### src/rtl/dice_roll_display.sv
// Purpose : debounce a roll button and run a roll/settle/freeze FSM over a live
//           dice value, driving a registered 7-LED pip display.
// Latency : Leds trail the held value by one clock.
//           Button edge to FSM reaction takes 2 + DEBOUNCE_CYCLES clocks.
// Backpress: none. DiceValue is sampled every clock.
//           An illegal value (0 or 7) locks the block in ERROR until nReset.
//
// Ports:
//   Clock     - system clock, all state on posedge
//   nReset    - asynchronous active-low reset
//   DiceValue - live dice value, legal 1..6
//   Button    - raw asynchronous roll button, 1 = pressed
//   Leds      - registered pip pattern (bit0 TL,1 TR,2 ML,3 C,4 MR,5 BL,6 BR)
//   Rolling   - 1 while rolling or settling
//   RollDone  - one-clock pulse when a roll freezes
//   RollCount - completed rolls, wraps at 255
//   Error     - sticky illegal-value flag
`timescale 1ns/1ps
module dice_roll_display #(
    parameter int DEBOUNCE_CYCLES = 16,
    parameter int SETTLE_STEPS    = 4
) (
    input  logic       Clock,
    input  logic       nReset,
    input  logic [2:0] DiceValue,
    input  logic       Button,
    output logic [6:0] Leds,
    output logic       Rolling,
    output logic       RollDone,
    output logic [7:0] RollCount,
    output logic       Error
);

    localparam int CW = $clog2(DEBOUNCE_CYCLES + 1);
    localparam int SW = (SETTLE_STEPS > 0) ? $clog2(SETTLE_STEPS + 1) : 1;

    typedef enum logic [1:0] {
        S_IDLE    = 2'd0,
        S_ROLLING = 2'd1,
        S_SETTLE  = 2'd2,
        S_ERROR   = 2'd3
    } state_t;

    function automatic logic [6:0] dice_pattern(input logic [2:0] v);
        logic [6:0] p;
        case (v)
            3'd1:    p = 7'h08;
            3'd2:    p = 7'h41;
            3'd3:    p = 7'h49;
            3'd4:    p = 7'h63;
            3'd5:    p = 7'h6B;
            3'd6:    p = 7'h77;
            default: p = 7'h00;
        endcase
        return p;
    endfunction

    logic          r_sync1, r_sync2;
    logic          r_db_level;
    logic [CW-1:0] r_db_cnt;
    state_t        r_state;
    logic [2:0]    r_held;
    logic [SW-1:0] r_steps;
    logic [6:0]    r_leds;
    logic          r_rolling;
    logic          r_roll_done;
    logic [7:0]    r_roll_count;
    logic          r_error;

    logic          w_db_flip;
    logic          w_press;
    logic          w_release;
    logic          w_illegal;
    state_t        w_state_nxt;
    logic [2:0]    w_held_nxt;
    logic [SW-1:0] w_steps_nxt;
    logic          w_done;

    // The debounced level flips on the clock that completes the run of
    // DEBOUNCE_CYCLES mismatches. Press/release are taken from that flip
    // directly, so the FSM reacts on the same clock as the debounced edge.
    assign w_db_flip = (r_sync2 != r_db_level) &&
                       (r_db_cnt == CW'(DEBOUNCE_CYCLES - 1));
    assign w_press   = w_db_flip &  r_sync2;
    assign w_release = w_db_flip & ~r_sync2;
    assign w_illegal = (DiceValue == 3'd0) || (DiceValue == 3'd7);

    always_ff @(posedge Clock or negedge nReset) begin
        if (!nReset) begin
            r_sync1    <= 1'b0;
            r_sync2    <= 1'b0;
            r_db_level <= 1'b0;
            r_db_cnt   <= '0;
        end else begin
            r_sync1 <= Button;
            r_sync2 <= r_sync1;
            if (r_sync2 == r_db_level) begin
                r_db_cnt <= '0;
            end else if (w_db_flip) begin
                r_db_level <= r_sync2;
                r_db_cnt   <= '0;
            end else begin
                r_db_cnt <= r_db_cnt + CW'(1);
            end
        end
    end

    // Priority: illegal value, then press/release, then settle step.
    always_comb begin
        w_state_nxt = r_state;
        w_held_nxt  = r_held;
        w_steps_nxt = r_steps;
        w_done      = 1'b0;
        if (w_illegal) begin
            w_state_nxt = S_ERROR;
        end else begin
            case (r_state)
                S_IDLE: begin
                    if (w_press) begin
                        w_state_nxt = S_ROLLING;
                    end
                end
                S_ROLLING: begin
                    w_held_nxt = DiceValue;
                    if (w_release) begin
                        if (SETTLE_STEPS == 0) begin
                            w_state_nxt = S_IDLE;
                            w_done      = 1'b1;
                        end else begin
                            w_state_nxt = S_SETTLE;
                            w_steps_nxt = SW'(SETTLE_STEPS);
                        end
                    end
                end
                S_SETTLE: begin
                    if (w_press) begin
                        w_state_nxt = S_ROLLING;
                    end else if (DiceValue != r_held) begin
                        w_held_nxt = DiceValue;
                        if (r_steps == SW'(1)) begin
                            w_steps_nxt = '0;
                            w_state_nxt = S_IDLE;
                            w_done      = 1'b1;
                        end else begin
                            w_steps_nxt = r_steps - SW'(1);
                        end
                    end
                end
                default: begin
                    w_state_nxt = S_ERROR;
                end
            endcase
        end
    end

    always_ff @(posedge Clock or negedge nReset) begin
        if (!nReset) begin
            r_state      <= S_IDLE;
            r_held       <= 3'd1;
            r_steps      <= '0;
            r_leds       <= 7'h08;
            r_rolling    <= 1'b0;
            r_roll_done  <= 1'b0;
            r_roll_count <= 8'd0;
            r_error      <= 1'b0;
        end else begin
            r_state      <= w_state_nxt;
            r_held       <= w_held_nxt;
            r_steps      <= w_steps_nxt;
            // Display blanks on the same clock the error is flagged.
            r_leds       <= (w_state_nxt == S_ERROR) ? 7'h00 : dice_pattern(r_held);
            r_rolling    <= (w_state_nxt == S_ROLLING) || (w_state_nxt == S_SETTLE);
            r_roll_done  <= w_done;
            r_roll_count <= r_roll_count + {7'd0, w_done};
            r_error      <= (w_state_nxt == S_ERROR);
        end
    end

    assign Leds      = r_leds;
    assign Rolling   = r_rolling;
    assign RollDone  = r_roll_done;
    assign RollCount = r_roll_count;
    assign Error     = r_error;

endmodule

### config.mk
export PLATFORM = sky130hd
export DESIGN_NAME = dice_roll_display
export DESIGN_NICKNAME = d
export VERILOG_FILES = /design/src/rtl/dice_roll_display.sv
export SDC_FILE = /design/constraint.sdc
export NUM_CORES = 1
export LEC_CHECK = 0
export BUFFER_PORTS_ARGS = -buffer_cell sky130_fd_sc_hd__buf_2
export CAP_MARGIN = 20
export CELL_PAD_IN_SITES_DETAIL_PLACEMENT = 0
export CELL_PAD_IN_SITES_GLOBAL_PLACEMENT = 1
export CORE_MARGIN = 1
export CORE_UTILIZATION = 32
export DETAILED_ROUTE_END_ITERATION = 8
export PLACE_DENSITY = 0.58
export SLEW_MARGIN = 40
export SYNTH_ARGS = -nofsm -noshare
export SYNTH_HDL_FRONTEND = slang
export SYNTH_SLANG_ARGS = --single-unit
export TNS_END_PERCENT = 50
### constraint.sdc
create_clock -name Clock -period 4.5 [get_ports Clock]
set_clock_uncertainty 0.05 [all_clocks]
set_input_delay 0.225 -clock Clock [delete_from_list [all_inputs] [get_ports Clock]]
set_output_delay 0.225 -clock Clock [all_outputs]
set_load 0.01 [all_outputs]
==> results of run 1 <==
==> final cells by class <==
type | instances | area (sq um)
repair buffers | 25 | 135
flip-flops and latches | 31 | 778
multi-input cells | 85 | 619
well taps | 52 | 65.1
fillers | 410 | 2620
clock inverters | 2 | 35.0
clock buffers | 6 | 82.6
inverters | 6 | 22.5
==> registers in the layout, indices dropped and copies added, names as in the netlist <==
| register | cells |
|---|---|
| RollCount | 8 |
| r_db_cnt | 5 |
| Leds | 4 |
| r_held | 3 |
| r_steps | 3 |
| r_state | 2 |
| Error | 1 |
| RollDone | 1 |
| Rolling | 1 |
| r_db_level | 1 |
| r_sync1 | 1 |
| r_sync2 | 1 |
==> cell families (layout without fill, tap and decap cells) <==
kind of cell / count (synthesis) / count (layout) / synth area share, %
compound gates: 18 / 18 / 10.5
xor+xnor: 12 / 12 / 7.26
fa+ha+maj: 6 / 6 / 5.19
buf+inv: 10 / 39 / 3.46
flops: 31 / 31 / 53.8
mux: 3 / 3 / 2.85
simple gates: 46 / 46 / 17.0
==> power by group <==
part           internal, mW  total [mW]  switching (mW)
clock network         0.179       0.283           0.104
registers             0.282       0.285         0.00292
logic               0.00691      0.0198          0.0128
==> worst min-delay path by stage <==
stage / startpoint / to / depth (start not counted)
CTS: DiceValue[2] / r_held[0] / 2
finish: DiceValue[2] / r_held[0] / 2
global placement: nReset / r_held[1] / 1
global route: DiceValue[2] / r_held[0] / 2
floorplan: nReset / Error / 0
detailed placement: nReset / Leds[0] / 1
==> per-stage QoR <==
stage / hold slack, ns / instance area, sq um / power, mW / util (%)
finish: 0.170 / 1740 / 0.588 / 39.9
global route: 0.169 / 1740 / 0.616 / 39.9
CTS: 0.163 / 1740 / 0.597 / 39.9
detailed placement: 0.261 / 1600 / 0.309 / 36.8
global placement: 0.255 / 1600 / 0.309 / 36.8
floorplan: -0.121 / 1450 / 0.297 / -
==> cell usage after synthesis, drive strengths merged <==
cell type / n / area [sq um]
buf: 4 / 27.5
nand4b: 1 / 8.76
and3: 2 / 12.5
a31oi: 3 / 33.8
nand2: 13 / 48.8
nor3: 1 / 5.00
nand4: 1 / 6.26
a21oi: 2 / 13.8
and2: 4 / 27.5
nand2b: 2 / 12.5
o31ai: 1 / 7.51
or3: 1 / 6.26
mux2: 3 / 41.3
nor3b: 2 / 15.0
o211ai: 2 / 15.0
a22o: 1 / 8.76
o31a: 1 / 8.76
a21o: 1 / 7.51
o2bb2ai: 1 / 8.76
nor4b: 1 / 8.76
dfstp: 2 / 52.6
dfrtp: 29 / 726
nor2: 9 / 36.3
and4b: 1 / 13.8
and4: 1 / 8.76
nand3: 6 / 30.0
o311ai: 1 / 8.76
inv: 6 / 22.5
nor2b: 1 / 6.26
xnor2: 7 / 61.3
a211oi: 1 / 7.51
xor2: 5 / 43.8
ha: 6 / 75.1
o21ai: 4 / 31.3
==> per-layer routing <==
metal	wire length, microns	up-vias	global-route usage [%]	part of all wire, %
li1	-	487	-	-
met4	29	0	6.12	1.2
met2	1120	20	16.0	45
met1	1230	480	15.4	49
met3	127	4	5.67	5.1
met5	0	-	0	0
==> repair_timing <==
| item | 4_1_cts | 5_1_grt |
|---|---|---|
| resized for setup | 0 | 0 |
| hold buffers | 2 | 0 |
| endpoints found under the hold margin | 30 | 0 |
==> impl_results.md, run 1 <==
- Status: completed
- Cell area after synthesis: 1450 sq um
- Total negative slack for setup checks: 0 ns
- Clock Latency Late Sink: 0.29 ns
- Drt wl/cell: 12.1 microns
- Pre-antenna DRT Iters: 4
- Vias in the first global route: 908
- Remaining DRCs: 0
- Placer Congestion: 0.780
- Post-synth cell types: 41
- Final setup fails: 0
- Max cap viols: 0
- CP most frequent cell: ha_1
- Clock H-tree levels: 2
- Port bufs: 23
- CP peak stage delay: 0.39 ns
- Area grow syn2layout: 20.1%
- Residual overflow from global routing: 0
- Non-Filler Instances: 207
- Power per cell area: 338 nW/um^2
- Post-DP HPWL: 1810 microns
- Critical Path End Type: register
- DR vias: 991
- Starting DRT DRC Count: 69
- Crit-path max FO: 4
- Least-Margin Pin Slew: 0.686 ns
- Post-Syn Nets: 138
- Die width: 69.3 microns
- Die height: 69.3 microns
- Yosys reg bits: 31
- Static Leak: 0.858 nW
- Unrepaired setup endpoints after global routing: false
- Initial Utilization: 33.2%
- Max-slew violation count: 0
- Clock buffer depth: 2
- CP arrival: 2.50 ns
- Final worst-path setup slack: 2.17 ns
- Initial antenna violation count: 0
- Clock slew at reported path FFs: 0.07 ns
- CP Launch Type: register
- Seq/Total Area, Yosys: 53.8%
- Routed Antenna Nets: 0
- Family with the most delay on the worst path: simple AND/OR/NAND/NOR gates
- Critical Path RT: 4.67 ns
- Number of warning messages in the yosys log: 0
- Total CTS buffers: 5
- Crit share post-route: 51.7%
- Top-level port count: 24
- Crit path to: RollCount[6]
- Post-Synthesis Cells: 126
- R2r startpoint: r_db_cnt[0]
- Via density per instance: 4.79
- Fmax: 430 MHz
- WP depth: 10
- Worst path slowest cell: dfrtp_1
- Largest net degree at the start of global routing: 32
- Post-CTS Setup Repair Bufs: 0
- Pre-CTS WS: 2.15 ns
- TritonCTS clock tree: done
- Tmin final: 2.33 ns
- Die area: 4800 sq um
- Worst reg2reg endpoint: RollCount[6]
- Reg2Reg Depth: 10
- Commonest non-fill, non-tap cell in the layout: dfrtp_1
- Peak supply drop: 136 uV
- Mean Syn Cell Area: 11.5 sq um
- FF-to-FF setup slack: 2.17 ns
- Worst Hold Class: primary input to register
- Sink Count: 31
- Total track usage: 11.8%
- # nets final: 166
- Number of buffer and inverter stages on the critical path: 0
- CP Class: register to register
- Routed Wire Length: 2500 microns
- Core area: 4350 sq um
- Most frequent cells in the layout: dfrtp_1 (29), buf_2 (23), nand2_1 (13)
- CTS root buf: clkbuf_8
- Fin. Hold Viols: 0
- Slew margin rel.: 54.3%
- N_diodes: 0
- Cell chain of the critical path: ha_1 -> and4b_4 -> a31oi_4 -> and2_4 -> and3_1 -> ha_1 -> ha_1 -> nand3_1 -> nor2_1 -> xor2_1
- First-pass GRT wire length: 4220 microns
- CP startpoint: r_db_cnt[0]
- Inst Count DP: 197
- Rows: 24
- Share of cells above drive strength 1: 26.5%
(Power assumes the default switching activity.)
==> run 2: changes to the inputs <==
==> constraint.sdc (replaced) <==
create_clock -name Clock -period 2.25 [get_ports Clock]
set_clock_uncertainty 0.05 [all_clocks]
set_input_delay 0.1125 -clock Clock [delete_from_list [all_inputs] [get_ports Clock]]
set_output_delay 0.1125 -clock Clock [all_outputs]
set_load 0.01 [all_outputs]
==> run 2 against run 1 <==
Compared with the run above:
- utilization grew 2.2 points
- die area is the same
- via count is 2.4% higher
- final area increased by 5.6%
- sequential share of layout area is 2.4 points lower
- worst setup slack lost 2.1 ns
- clock power increased by 99%
- critical path depth down 1
- count of clock-buffer cells in the layout unchanged
- total power is 100% higher
- critical endpoint is now RollCount[7]
- largest power group unchanged
==> impl_results.md, run 2 (synthesis results as in run 1) <==
- CP Launch Type: register
- Top-level port count: 24 (unchanged)
- Clock buffer depth: 2 (unchanged)
- CP arrival: 2.27 ns (-0.23 ns)
- Unrepaired setup endpoints after global routing: false
- Initial Utilization: 33.2% (unchanged)
- Clock Latency Late Sink: 0.28 ns (about the same)
- Fin util: 42.2% (+2.2 points)
- Total CTS buffers: 5 (unchanged)
- # nets final: 174 (+4.8%)
- Least-Margin Pin Slew: 0.683 ns (-0.00254 ns)
- Critical Path End Type: register
- Share of cells above drive strength 1: 33.1% (+6.7 points)
- CTS root buf: clkbuf_8
- Final worst-path setup slack: 0.0980 ns (-2.07 ns)
- Rows: 24 (unchanged)
- Pre-CTS WS: 0.0180 ns (-2.14 ns)
- Total negative slack for setup checks: 0 ns (unchanged)
- Number of flip-flops under the largest register name: 8 (unchanged)
- Power per cell area: 642 nW/um^2 (+90%)
- Port bufs: 23 (unchanged)
- Static Leak: 0.892 nW (+4.0%)
- Fin. Hold Viols: 0 (unchanged)
- Fill count: 429 (+4.6%)
- Multi-input gate area: 657 sq um (+6.1%)
- Pre-antenna DRT Iters: 3 (-1)
- Final hold slack: 0.0452 ns (-0.125 ns)
- Die height: 69.3 microns (unchanged)
- Drt wl/cell: 12.4 microns (+2.5%)
- Crit-path max FO: 3 (-1)
- First-pass GRT wire length: 4640 microns (+10%)
- Core area: 4350 sq um (unchanged)
- Placer Congestion: 0.786 (+0.67%)
- Slew margin rel.: 54.4% (+0.17 points)
- Seq. cell area: 778 sq um (unchanged)
- Initial antenna violation count: 0 (unchanged)
- Die area: 4800 sq um (unchanged)
- Critical Path RT: 2.37 ns (-2.30 ns)
- TritonCTS clock tree: done
- FF-to-FF setup slack: 0.1 ns (-2.07 ns)
- Clock H-tree levels: 2 (unchanged)
- Starting DRT DRC Count: 33 (-52%)
- Largest net degree at the start of global routing: 32 (unchanged)
- Remaining DRCs: 0 (unchanged)
- Routed Antenna Nets: 0 (unchanged)
- N_diodes: 0 (unchanged)
- Routed Wire Length: 2660 microns (+6.4%)
- Max-slew violation count: 0 (unchanged)
- Die width: 69.3 microns (unchanged)
- Residual overflow from global routing: 0 (unchanged)
- Post-DP HPWL: 1920 microns (+6.2%)
- Fmax: 465 MHz (+8.2%)
- Status: completed
- Worst Hold Class: primary input to register
- Final setup fails: 0 (unchanged)
- Commonest non-fill, non-tap cell in the layout: dfrtp_1
- Vias in the first global route: 1036 (+14%)
- Crit share post-route: 95.6% (+44 points)
- Most frequent cells in the layout: dfrtp_1 (29), buf_2 (23), nand2_1 (13)
- DR vias: 1015 (+2.4%)
- Tmin final: 2.15 ns (-0.176 ns)
- Total track usage: 12.6% (+0.87 points)
- Via density per instance: 4.72 (-1.4%)
- Clock slew at reported path FFs: 0.06 ns (about the same)
- Sink Count: 31 (unchanged)
- Max cap viols: 0 (unchanged)
- Peak supply drop: 286 uV (+110%)
- CP Class: register to register
- Area grow syn2layout: 26.8%
run 2: path summary, 6_finish.rpt:
check,start,to,cells after the start
worst min-delay path,DiceValue[2],r_held[0],2
worst max-delay path,r_db_cnt[0],RollCount[7],9
min in group asynchronous,nReset,r_held[1],2
worst min register to register,r_sync1,r_sync2,0
worst max register to register,r_db_cnt[0],RollCount[7],9
max in group asynchronous,nReset,r_sync2,2
run 2: through the flow:
stage | power (mW) | area (sq um) | instances
floorplan | 0.595 | 1450 | 126
global placement | 0.620 | 1650 | 203
detailed placement | 0.622 | 1650 | 203
CTS | 1.20 | 1790 | 213
global route | 1.23 | 1840 | 215
finish | 1.18 | 1840 | 215
run 2: where the power goes:
part / switching (mW) / internal, mW
clock: 0.204 / 0.358
sequential: 0.00622 / 0.564
combinational: 0.0274 / 0.0180
total: 0.238 / 0.940
run 2: critical path, cell delays in order, from the launching register on:
cell and delay (ns):
dfrtp_1 0.39, ha_1 0.23, and4b_4 0.21, a31oi_4 0.18, and2_4 0.16, and3_4 0.19
ha_4 0.15, and4_1 0.22, nand4_1 0.12, xnor2_1 0.14
run 2: per-layer routing:
layer / part of all wire (%) / GRT usage [%] / wire (microns)
met3: 3.3 / 3.49 / 88
met4: 2.7 / 7.48 / 71
met2: 48 / 20.8 / 1280
met1: 46 / 14.6 / 1220
met5: 0 / 0 / 0
run 2: area by class of cell:
cell class                 count  share of cell area, %
timing repair buffer          33                   10.6
tap                           52                   3.54
sequential                    31                   42.4
clock inverter                 2                   1.91
clock buffer                   6                   4.50
multi-input combinational     85                   35.8
inverter                       6                   1.23
run 2: repair_timing:
action | 4_1_cts | 5_1_grt
setup buffers | 0 | 2
endpoints found under the hold margin | 30 | 0
pin swaps | 1 | 1
endpoints found under the setup margin | 1 | 4
hold buffers | 2 | 0
resized for setup | 1 | 6
